$ cat src/rtl/match_pkg.sv
// Shared types for the foosball match sequencer: state codes, winner codes
// and the winner decision.
package match_pkg;

  typedef enum logic [2:0] {
    IDLE        = 3'd0,
    KICKOFF     = 3'd1,
    PLAY        = 3'd2,
    PAUSED      = 3'd3,
    GOAL_FREEZE = 3'd4,
    HALFTIME    = 3'd5,
    GAME_OVER   = 3'd6
  } match_state_t;

  typedef logic [1:0] winner_t;

  localparam winner_t WINNER_NONE = 2'b00;
  localparam winner_t WINNER_P1   = 2'b01;
  localparam winner_t WINNER_P2   = 2'b10;
  localparam winner_t WINNER_DRAW = 2'b11;

  function automatic winner_t decide_winner(input logic [3:0] s1, input logic [3:0] s2);
    if (s1 > s2) return WINNER_P1;
    if (s2 > s1) return WINNER_P2;
    return WINNER_DRAW;
  endfunction

endpackage

$ cat src/rtl/sec_countdown.sv
// Loadable 4-bit seconds down-counter; done flags the tick that takes it
// from 1 to 0. A load in the same cycle as a tick takes priority.
module sec_countdown (
  input  logic       clk,
  input  logic       resetN,
  input  logic       load,
  input  logic [3:0] load_val,
  input  logic       tick,
  output logic [3:0] cnt,
  output logic       done
);

  assign done = tick & (cnt == 4'd1);

  always_ff @(posedge clk or negedge resetN) begin
    if (!resetN)
      cnt <= 4'd0;
    else if (load)
      cnt <= load_val;
    else if (tick && cnt != 4'd0)
      cnt <= cnt - 4'd1;
  end

endmodule

$ cat src/rtl/match_flow_ctrl.sv
// Match-level sequencer: halves, kickoff/goal/half-time countdowns, pause,
// scores, winner, and the gated tick/reload pulses for the game timer.
module match_flow_ctrl
  import match_pkg::*;
#(
  parameter int KICKOFF_SEC     = 3,
  parameter int GOAL_FREEZE_SEC = 2,
  parameter int HALFTIME_SEC    = 5,
  parameter int MAX_SCORE       = 9
) (
  input  logic       clk,
  input  logic       resetN,
  input  logic       one_sec,
  input  logic       start_btn,
  input  logic       pause_btn,
  input  logic       goal_p1,
  input  logic       goal_p2,
  input  logic       timer_zero,
  output logic       timer_tick,
  output logic       timer_reload,
  output logic       ball_reset,
  output logic [2:0] match_state,
  output logic       half,
  output logic [3:0] countdown,
  output logic [3:0] score_p1,
  output logic [3:0] score_p2,
  output logic [1:0] winner
);

  localparam logic [3:0] KO_VAL = 4'(KICKOFF_SEC);
  localparam logic [3:0] GF_VAL = 4'(GOAL_FREEZE_SEC);
  localparam logic [3:0] HT_VAL = 4'(HALFTIME_SEC);
  localparam logic [3:0] MAX_S  = 4'(MAX_SCORE);

  function automatic logic [3:0] sat_inc(input logic [3:0] s, input logic inc);
    if (inc && s < MAX_S) return s + 4'd1;
    return s;
  endfunction

  match_state_t state;
  logic         cd_tick, cd_done, cd_load;
  logic [3:0]   cd_val, s1_nxt, s2_nxt;
  logic         start_ev, goal_ev, tz_ev, pause_ev, freeze_done;

  assign timer_tick  = one_sec & (state == PLAY);
  assign match_state = state;

  // Event decode shared by the counter load logic and the FSM below.
  always_comb begin
    start_ev    = start_btn & (state == IDLE || state == GAME_OVER);
    goal_ev     = (goal_p1 | goal_p2) & (state == PLAY);
    tz_ev       = timer_zero & (state == PLAY);
    pause_ev    = pause_btn & (state == PLAY || state == PAUSED);
    freeze_done = cd_done & (state == GOAL_FREEZE || state == HALFTIME);
    cd_tick     = one_sec & (state == KICKOFF || state == GOAL_FREEZE || state == HALFTIME);
    s1_nxt      = sat_inc(score_p1, goal_p1);
    s2_nxt      = sat_inc(score_p2, goal_p2);
    cd_load     = 1'b0;
    cd_val      = KO_VAL;
    if (start_ev || freeze_done) begin
      cd_load = 1'b1;
      cd_val  = KO_VAL;
    end else if (tz_ev) begin
      cd_load = ~half;
      cd_val  = HT_VAL;
    end else if (goal_ev) begin
      cd_load = 1'b1;
      cd_val  = GF_VAL;
    end
  end

  sec_countdown u_cd (
    .clk      (clk),
    .resetN   (resetN),
    .load     (cd_load),
    .load_val (cd_val),
    .tick     (cd_tick),
    .cnt      (countdown),
    .done     (cd_done)
  );

  always_ff @(posedge clk or negedge resetN) begin
    if (!resetN) begin
      state        <= IDLE;
      half         <= 1'b0;
      score_p1     <= 4'd0;
      score_p2     <= 4'd0;
      winner       <= WINNER_NONE;
      timer_reload <= 1'b0;
      ball_reset   <= 1'b0;
    end else begin
      timer_reload <= 1'b0;
      ball_reset   <= 1'b0;
      case (state)
        IDLE, GAME_OVER: if (start_ev) begin
          state        <= KICKOFF;
          half         <= 1'b0;
          score_p1     <= 4'd0;
          score_p2     <= 4'd0;
          winner       <= WINNER_NONE;
          timer_reload <= 1'b1;
          ball_reset   <= 1'b1;
        end
        KICKOFF: if (cd_done) state <= PLAY;
        GOAL_FREEZE, HALFTIME: if (cd_done) begin
          state      <= KICKOFF;
          ball_reset <= 1'b1;
        end
        PLAY: begin
          score_p1 <= s1_nxt;
          score_p2 <= s2_nxt;
          // End of a half overrides the goal freeze; the goal still counts.
          if (tz_ev) begin
            if (!half) begin
              state        <= HALFTIME;
              half         <= 1'b1;
              timer_reload <= 1'b1;
            end else begin
              state  <= GAME_OVER;
              winner <= decide_winner(s1_nxt, s2_nxt);
            end
          end else if (goal_ev)
            state <= GOAL_FREEZE;
          else if (pause_ev)
            state <= PAUSED;
        end
        PAUSED: if (pause_ev) state <= PLAY;
        default: state <= IDLE;
      endcase
    end
  end

endmodule

$ cat config.mk
export PLATFORM = sky130hd
export DESIGN_NAME = match_flow_ctrl
export DESIGN_NICKNAME = d
export VERILOG_FILES = /design/src/rtl/match_pkg.sv /design/src/rtl/sec_countdown.sv /design/src/rtl/match_flow_ctrl.sv
export SDC_FILE = /design/constraint.sdc
export NUM_CORES = 1
export LEC_CHECK = 0
export BUFFER_PORTS_ARGS = -buffer_cell sky130_fd_sc_hd__buf_2
export CORE_MARGIN = 2
export CORE_UTILIZATION = 54
export DETAILED_ROUTE_END_ITERATION = 10
export PLACE_DENSITY_LB_ADDON = 0.1
export SLEW_MARGIN = 20
export SYNTH_ARGS = -nofsm -noshare
export SYNTH_HDL_FRONTEND = slang
export SYNTH_SLANG_ARGS = --single-unit
$ cat constraint.sdc
create_clock -name clk -period 2.7 [get_ports clk]
set_input_delay 0.135 -clock clk [delete_from_list [all_inputs] [get_ports clk]]
set_output_delay 0.135 -clock clk [all_outputs]
set_load 0.05 [all_outputs]
==> results of run 1 <==
## placed cells by master, fill, tap and decap left out, types with 2 or more instances in the layout
master	instances
nand2_1	9
xnor2_1	2
nand3_2	2
inv_1	14
o22ai_1	4
dfrtp_1	18
nand2b_1	4
a21o_1	2
a22o_1	3
nand2_2	2
a21oi_1	7
xor2_1	4
nor2_1	12
dfrtp_2	2
ha_1	11
buf_2	28
o21ai_0	11
buf_4	2
nand3_1	2
a211oi_1	3
o21ai_1	2
nor3_1	4
nor2b_1	2
clkbuf_4	3
## Yosys cell counts (2+ instances only)
cell type  instances  area share (%)
nand2_1            9             2.4
a21o_1             2             1.1
a21oi_1            7             2.5
nand2b_1           4             1.8
dfrtp_1           20              36
nand3_2            2             1.5
a211oi_1           3             1.6
nand2_2            2            0.91
nand3_1            2            0.73
o21ai_0           11             4.0
xnor2_1            2             1.3
nor2_1            12             3.3
nor3_1             4             1.5
o21ai_1            2            0.73
inv_1             14             3.8
ha_1              11              10
a22o_1             3             1.9
xor2_1             4             2.5
nor2b_1            2            0.91
o22ai_1            4             1.8
buf_4              2             1.1
## logic make-up after synthesis
family | synth area share (%)
buffers and inverters | 5.72
DFF | 36.3
AOI/OAI and AO/OA | 23.8
adders and majority gates | 9.98
muxes | 0.817
xor gates and xnor gates | 3.81
and+or+nand+nor | 19.6
## timing repair
item                       CTS  global route
buffers inserted             0             2
setup endpoints to repair    0             1
hold buffers                 1             0
hold endpoints to repair    20             0
## path summary, 6_finish.rpt
kind	start	end	slack, ns	depth (start not counted)
worst max register to register	score_p2[0]	winner[0]	0.09	11
max in group asynchronous	resetN	score_p2[1]	2.06	2
worst min-delay path	pause_btn	match_state[1]	0.19	3
min in group asynchronous	resetN	u_cd.cnt[1]	0.30	2
worst min register to register	winner[0]	winner[0]	0.54	2
worst max-delay path	score_p2[0]	winner[0]	0.09	11
## layer usage
metal | global-route usage, % | part of all wire, %
met1 | 26.5 | 42
met2 | 40.2 | 53
met3 | 3.28 | 3.7
met4 | 9.17 | 1.6
met5 | 0 | 0
## sequential cells by signal, summed over array words and instances (netlist names)
signal and flops:
ball_reset 1, half 1, match_state 3, score_p1 4, score_p2 4, timer_reload 1, u_cd.cnt 4, winner 2
## worst min-delay path, cell delays in order
cell and delay [ns]:
buf_2 0.08, o31a_2 0.17, a21oi_1 0.07
## per-stage QoR
step	worst slack, ns	hold slack, ns
after global routing	-0.0141	0.191
after CTS	0.0986	0.181
final	0.0943	0.185
after floorplan	0.0588	-0.161
after detailed placement	0.120	0.117
after global placement	0.269	0.111
## power groups by stage
| stage | logic, uW | registers (uW) | clock network, uW |
|---|---|---|---|
| 2_1_floorplan | 657 | 830 | 0 |
| 3_3_place_gp | 1120 | 562 | 0 |
| 3_5_place_dp | 1150 | 568 | 0 |
| 4_1_cts | 1150 | 561 | 184 |
| 5_1_grt | 1260 | 586 | 191 |
| 6_report | 1150 | 561 | 178 |
## cell type report
class | instances | share of cell area [%]
flip-flops and latches | 20 | 31.6
inverters | 14 | 3.30
multi-input cells | 109 | 50.2
well taps | 30 | 2.35
repair buffers | 31 | 10.4
clock buffers | 4 | 2.28
==> flow_metrics.tcl, run 1 <==
set metrics [dict create \
    multiInputGateArea_um2 800 \
    clk_pin_slew_ns 0.11 \
    slowest_delay_ns 0.39 \
    clock-root-buffer "clkbuf_4" \
    ys_seq_area_share_pct 36.3 \
    synth_edf_count 0 \
    worstSkewPairLatency_ns 0.30 \
    power_frac_comb_pct 60.8 \
    cap_violations 0 \
    drc 0 \
    fin_util_pct 64.9 \
    design_area_mm2 0.00159 \
    status "completed" \
    syn_to_final_growth_pct 15.6 \
    total_power_uw 1890 \
    synth-seq-cells 20 \
    dp_cells 201 \
    setup_tns_ns 0 \
    synth_area_mm2 0.00138 \
    ys.flop_type "dfrtp_1" \
    final_nets 198 \
    dieArea_mm2 0.00297 \
    n_fill_cell 218 \
    gp_congestion 0.833 \
    wire_per_inst_um 14.1 \
    p_clk_share_pct 9.4 \
    p_seq_share_pct 29.8 \
    io_pins 29 \
    drt_iter0_drc 14 \
    grt_pass1_wl_um 4700 \
    seq_area_um2 503 \
    cts_resized 0 \
    die_w_um 54.5 \
    cp_num_buf_inv 1 \
    netSwitchingFraction_pct 54.7 \
    final_cells 208 \
    start_kind "flop" \
    routed_via_density 5.61 \
    critPathKind "reg2reg" \
    port_buffers 28 \
    syn_inst 146 \
    synthesis.nets 165 \
    diodes 0 \
    max_freq_ghz 0.384 \
    cts_buffers 3 \
    grt_pass1_vias 1061 \
    dpl_cell_area_mm2 0.00153 \
    dp_hpwl_um 2290 \
    hold_class "in2reg" \
    ys_warn_count 0 \
    ys_types 45 \
    syn_area_per_cell_um2 9.44 \
    initial_core_util_pct 56.2 \
    tightest_slew_ns 0.516 \
    setup_viol 0 \
    switchingPower_uw 1030 \
    ctsHtreeMaxLevel 1 \
    finClkSkew_ns 0.00891 \
    intPower_uw 855 \
    grt_remaining_overflow 0 \
    min_period_ns 2.61 \
    cp_slowest_cell "dfrtp_2" \
    clock-sinks 20 \
    clockBufferDepth 2 \
    cp_max_fo 5 \
    final_max_slew_viol_count 0 \
    cp_cell_sequence "inv_1 > ha_1 > nor2b_1 > o21ai_2 > mux2_2 > ha_1 > nor2b_1 > o21ai_0 > nand2b_1 > a211o_1 > o211ai_1" \
    antenna_found_initial 0 \
    vdd_drop_max_mv 1.14 \
    timing.slew.headroom_pct 65.1 \
    cts_tree "done" \
    end_kind "flop" \
    p_leak_uw 0.000794 \
    worst_ep_required_time_ns 2.92 \
    die_y_um 54.5 \
    cellPowerDensity_mw_per_mm2 1180 \
    cp_top_family "compound AO/OA/AOI/OAI gates" \
    grt_max_degree 21 \
    finalHoldViolations 0 \
    drive_above_1_share_pct 28.7 \
    async_flop_share_pct 100 \
    ant_nets 0 \
    crit_arrival_ns 2.83 \
    vias 1167 \
    track_usage_pct 22.4 \
    drt-total-wl_um 2930 \
    post-route-period-util_pct 96.5 \
    coreArea_mm2 0.00245 \
    drtPass1Iterations 4 \
    rows 18 \
]
Note: power is estimated with default switching activity, not from simulation.
==> run 2, diff against run 1 <==
ABC_AREA = 1   (was default)
CORE_MARGIN = default   (was 2)
CTS_CLUSTER_SIZE = 12   (was default)
==> run 2 against run 1 <==
Register-to-register slack improved by 0.38 ns. Critical path depth grew 3. Non-clock buffer count down 2. Sequential share of layout area fell by 0.11 points. Flip-flop and latch count is the same. Cell area shrank 0.16%. Worst setup slack improved by 0.38 ns. Clock skew decreased by 0.0038 ns. Total power is 11% higher.
==> flow_metrics.tcl, run 2 <==
set metrics [dict create \
    hold_start "start_btn" \
    ant_nets 0 \
    critPathKind "reg2reg" \
    vdd_drop_max_mv 0.929 \
    n_fill_cell 199 \
    drtPass1Iterations 5 \
    synth_area_leaders "dfrtp_1, nand2_1, ha_1, inv_1, o21ai_0" \
    synthXorXnorAreaFrac_pct 3.21 \
    timing.slew.headroom_pct 69.8 \
    r2r_start "score_p2[0]" \
    netlist_top_cells_count "nand2_1, inv_1, dfrtp_1" \
    ys_seq_area_share_pct 36.7 \
    slowest_delay_ns 0.43 \
    rsz0062_at_grt "no" \
    cts_buffers 3 \
    pre_cts_ws_ns 0.508 \
    max_freq_ghz 0.449 \
    clock-sinks 20 \
    cp_slowest_cell "dfrtp_1" \
    p_seq_share_pct 25.3 \
    finClkSkew_ns 0.00514 \
    drive_above_1_share_pct 20.7 \
    grt_max_degree 21 \
    synth_top_area_share_pct 36.7 \
    die_y_um 52.3 \
    ys_types 24 \
    rows 17 \
    end_kind "flop" \
    layout_commonest_cell "nand2_1" \
    track_usage_pct 27.1 \
    dieArea_mm2 0.00273 \
    cellPowerDensity_mw_per_mm2 1320 \
    synth_top_family_by_area "simple AND/OR/NAND/NOR gates" \
    ys_warn_count 0 \
    intPower_uw 923 \
    ys.flop_type "dfrtp_1" \
    final_max_slew_viol_count 0 \
    gp_congestion 0.845 \
    worst_ep_required_time_ns 2.92 \
    syn_to_final_growth_pct 16.6 \
    switchingPower_uw 1170 \
    clk_pin_slew_ns 0.12 \
    cp_cell_sequence "inv_1 > ha_1 > nand2_1 > nand2_1 > nand2_1 > inv_1 > nand2_1 > o21ai_0 > ha_1 > nand2_1 > o21ai_0 > o21ai_0 > nand2_1 > nand2_1" \
    p_leak_uw 0.000948 \
    min_period_ns 2.23 \
    final_nets 237 \
    seq_area_um2 500 \
    port_buffers 28 \
    rr_worst_depth 14 \
    setup_viol 0 \
    synthesis.nets 204 \
    wire_per_inst_um 12.7 \
    startpoint "score_p2[0]" \
    dp_hpwl_um 2330 \
    finalHoldViolations 0 \
    cap_violations 0 \
    power_frac_comb_pct 62.7 \
    grt_remaining_overflow 0 \
    synthAdderAreaFrac_pct 10.1 \
    post-route-period-util_pct 82.4 \
    yosysMostFrequentCell "nand2_1" \
    ctsHtreeMaxLevel 1 \
    clock-root-buffer "clkbuf_4" \
    crit_arrival_ns 2.44 \
    coreArea_mm2 0.00230 \
    io_pins 29 \
    tightest_slew_ns 0.452 \
    cp_max_fo 4 \
    reg2reg_slack_ns 0.47 \
    endpoint "winner[0]" \
    top_regs "score_p1 (4), score_p2 (4), u_cd.cnt (4)" \
    setup_tns_ns 0 \
    synth-seq-cells 20 \
    drt_iter0_drc 30 \
    netSwitchingFraction_pct 55.9 \
    async_flop_share_pct 100 \
    antenna_found_initial 0 \
    timing.final.ws_setup_ns 0.474 \
    grt_pass1_wl_um 5430 \
    p_clk_share_pct 11.9 \
    status "completed" \
    synth_compound_area_share_pct 9.07 \
    initial_core_util_pct 59.4 \
    multiInputGateArea_um2 733 \
    clockBufferDepth 2 \
    drt-total-wl_um 3100 \
    syn_area_per_cell_um2 7.38 \
    drc 0 \
    start_kind "flop" \
    diodes 0 \
    worstSkewPairLatency_ns 0.31 \
    cts_resized 0 \
    grt_pass1_vias 1292 \
    synth_top_area_cell "dfrtp_1" \
    synthMuxAreaShare_pct 0 \
    layout_common_cells "nand2_1, inv_1, buf_2, dfrtp_1, o21ai_0" \
    hold_class "in2reg" \
    synth_area_mm2 0.00137 \
    vias 1281 \
    rr_endpoint "winner[0]" \
    syn_inst 185 \
    die_w_um 52.3 \
    synth-simple-area-share_pct 31.3 \
    crit_top_cell "nand2_1" \
    total_power_uw 2090 \
    cts_tree "done" \
    routed_via_density 5.23 \
    synth_edf_count 0 \
]
[run 2: cell types whose count changed after synthesis, moves of 3 or more]
cell / before / now
o21ai_0: 11 / 14
a22o_1: 3 / 0
nand2_4: 0 / 3
nand2_1: 9 / 60
nand2b_1: 4 / 0
a211oi_1: 3 / 0
a21oi_1: 7 / 3
inv_1: 14 / 30
nand4_1: 1 / 4
[run 2: final cells by class]
| class | instances | area share [%] |
|---|---|---|
| multi-input combinational | 132 | 46.1 |
| sequential | 20 | 31.4 |
| timing repair buffer | 29 | 9.43 |
| inverter | 32 | 7.55 |
| tap | 28 | 2.20 |
| clock inverter | 1 | 1.89 |
| clock buffer | 3 | 1.42 |
[run 2: metal layers]
metal / track usage (%) / routed length, um / vias to the layer above
li1: - / - / 640
met1: 35.0 / 1450 / 600
met2: 46.0 / 1480 / 34
met3: 2.90 / 111 / 7
met4: 10.5 / 54 / 0
met5: 0 / 0 / -
[run 2: per-stage QoR]
step	utilization, %	instances	area (um2)	hold slack [ns]
finish	69.3	245	1590	0.123
global route	69.3	245	1590	0.137
CTS	69.3	245	1590	0.119
detailed placement	66.6	240	1530	0.113
global placement	66.6	240	1530	0.107
floorplan	-	185	1370	-0.161
[run 2: how the worst min path moves through the flow]
stage,end,slack [ns],depth (start not counted)
finish,timer_reload,0.12,3
global route,ball_reset,0.14,3
CTS,timer_reload,0.12,3
detailed placement,score_p1[2],0.11,1
global placement,score_p1[2],0.11,1
floorplan,ball_reset,-0.16,0
[run 2: cell families (layout without fill, tap and decap cells)]
| kind of cell | count (synthesis) | in the layout |
|---|---|---|
| AO/OA/AOI/OAI | 23 | 23 |
| XOR/XNOR | 5 | 5 |
| adder cells (fa/ha/maj) | 11 | 11 |
| buffers and inverters | 33 | 65 |
| flip-flops | 20 | 20 |
| AND/OR/NAND/NOR | 93 | 93 |
[run 2: repair_timing]
| action | in CTS | in global routing |
|---|---|---|
| endpoints found under the hold margin | 20 | 0 |
| setup endpoints to repair | 0 | 0 |
| setup buffers | 0 | 0 |
| hold buffers | 1 | 0 |
[run 2: power groups by stage]
stage	clock (uW)	combinational (uW)	sequential [uW]
6_report	250	1310	530
5_1_grt	271	1460	545
4_1_cts	254	1310	528
3_5_place_dp	0	1300	535
3_3_place_gp	0	1260	526
2_1_floorplan	0	678	873
[run 2: critical path, delay by kind of cell (launching register included)]
kind | cells | cell delay (ns)
AOI/OAI and AO/OA | 3 | 0.65
and+or+nand+nor | 7 | 0.46
DFF | 1 | 0.43
adders and majority gates | 2 | 0.39
buffers and inverters | 2 | 0.22
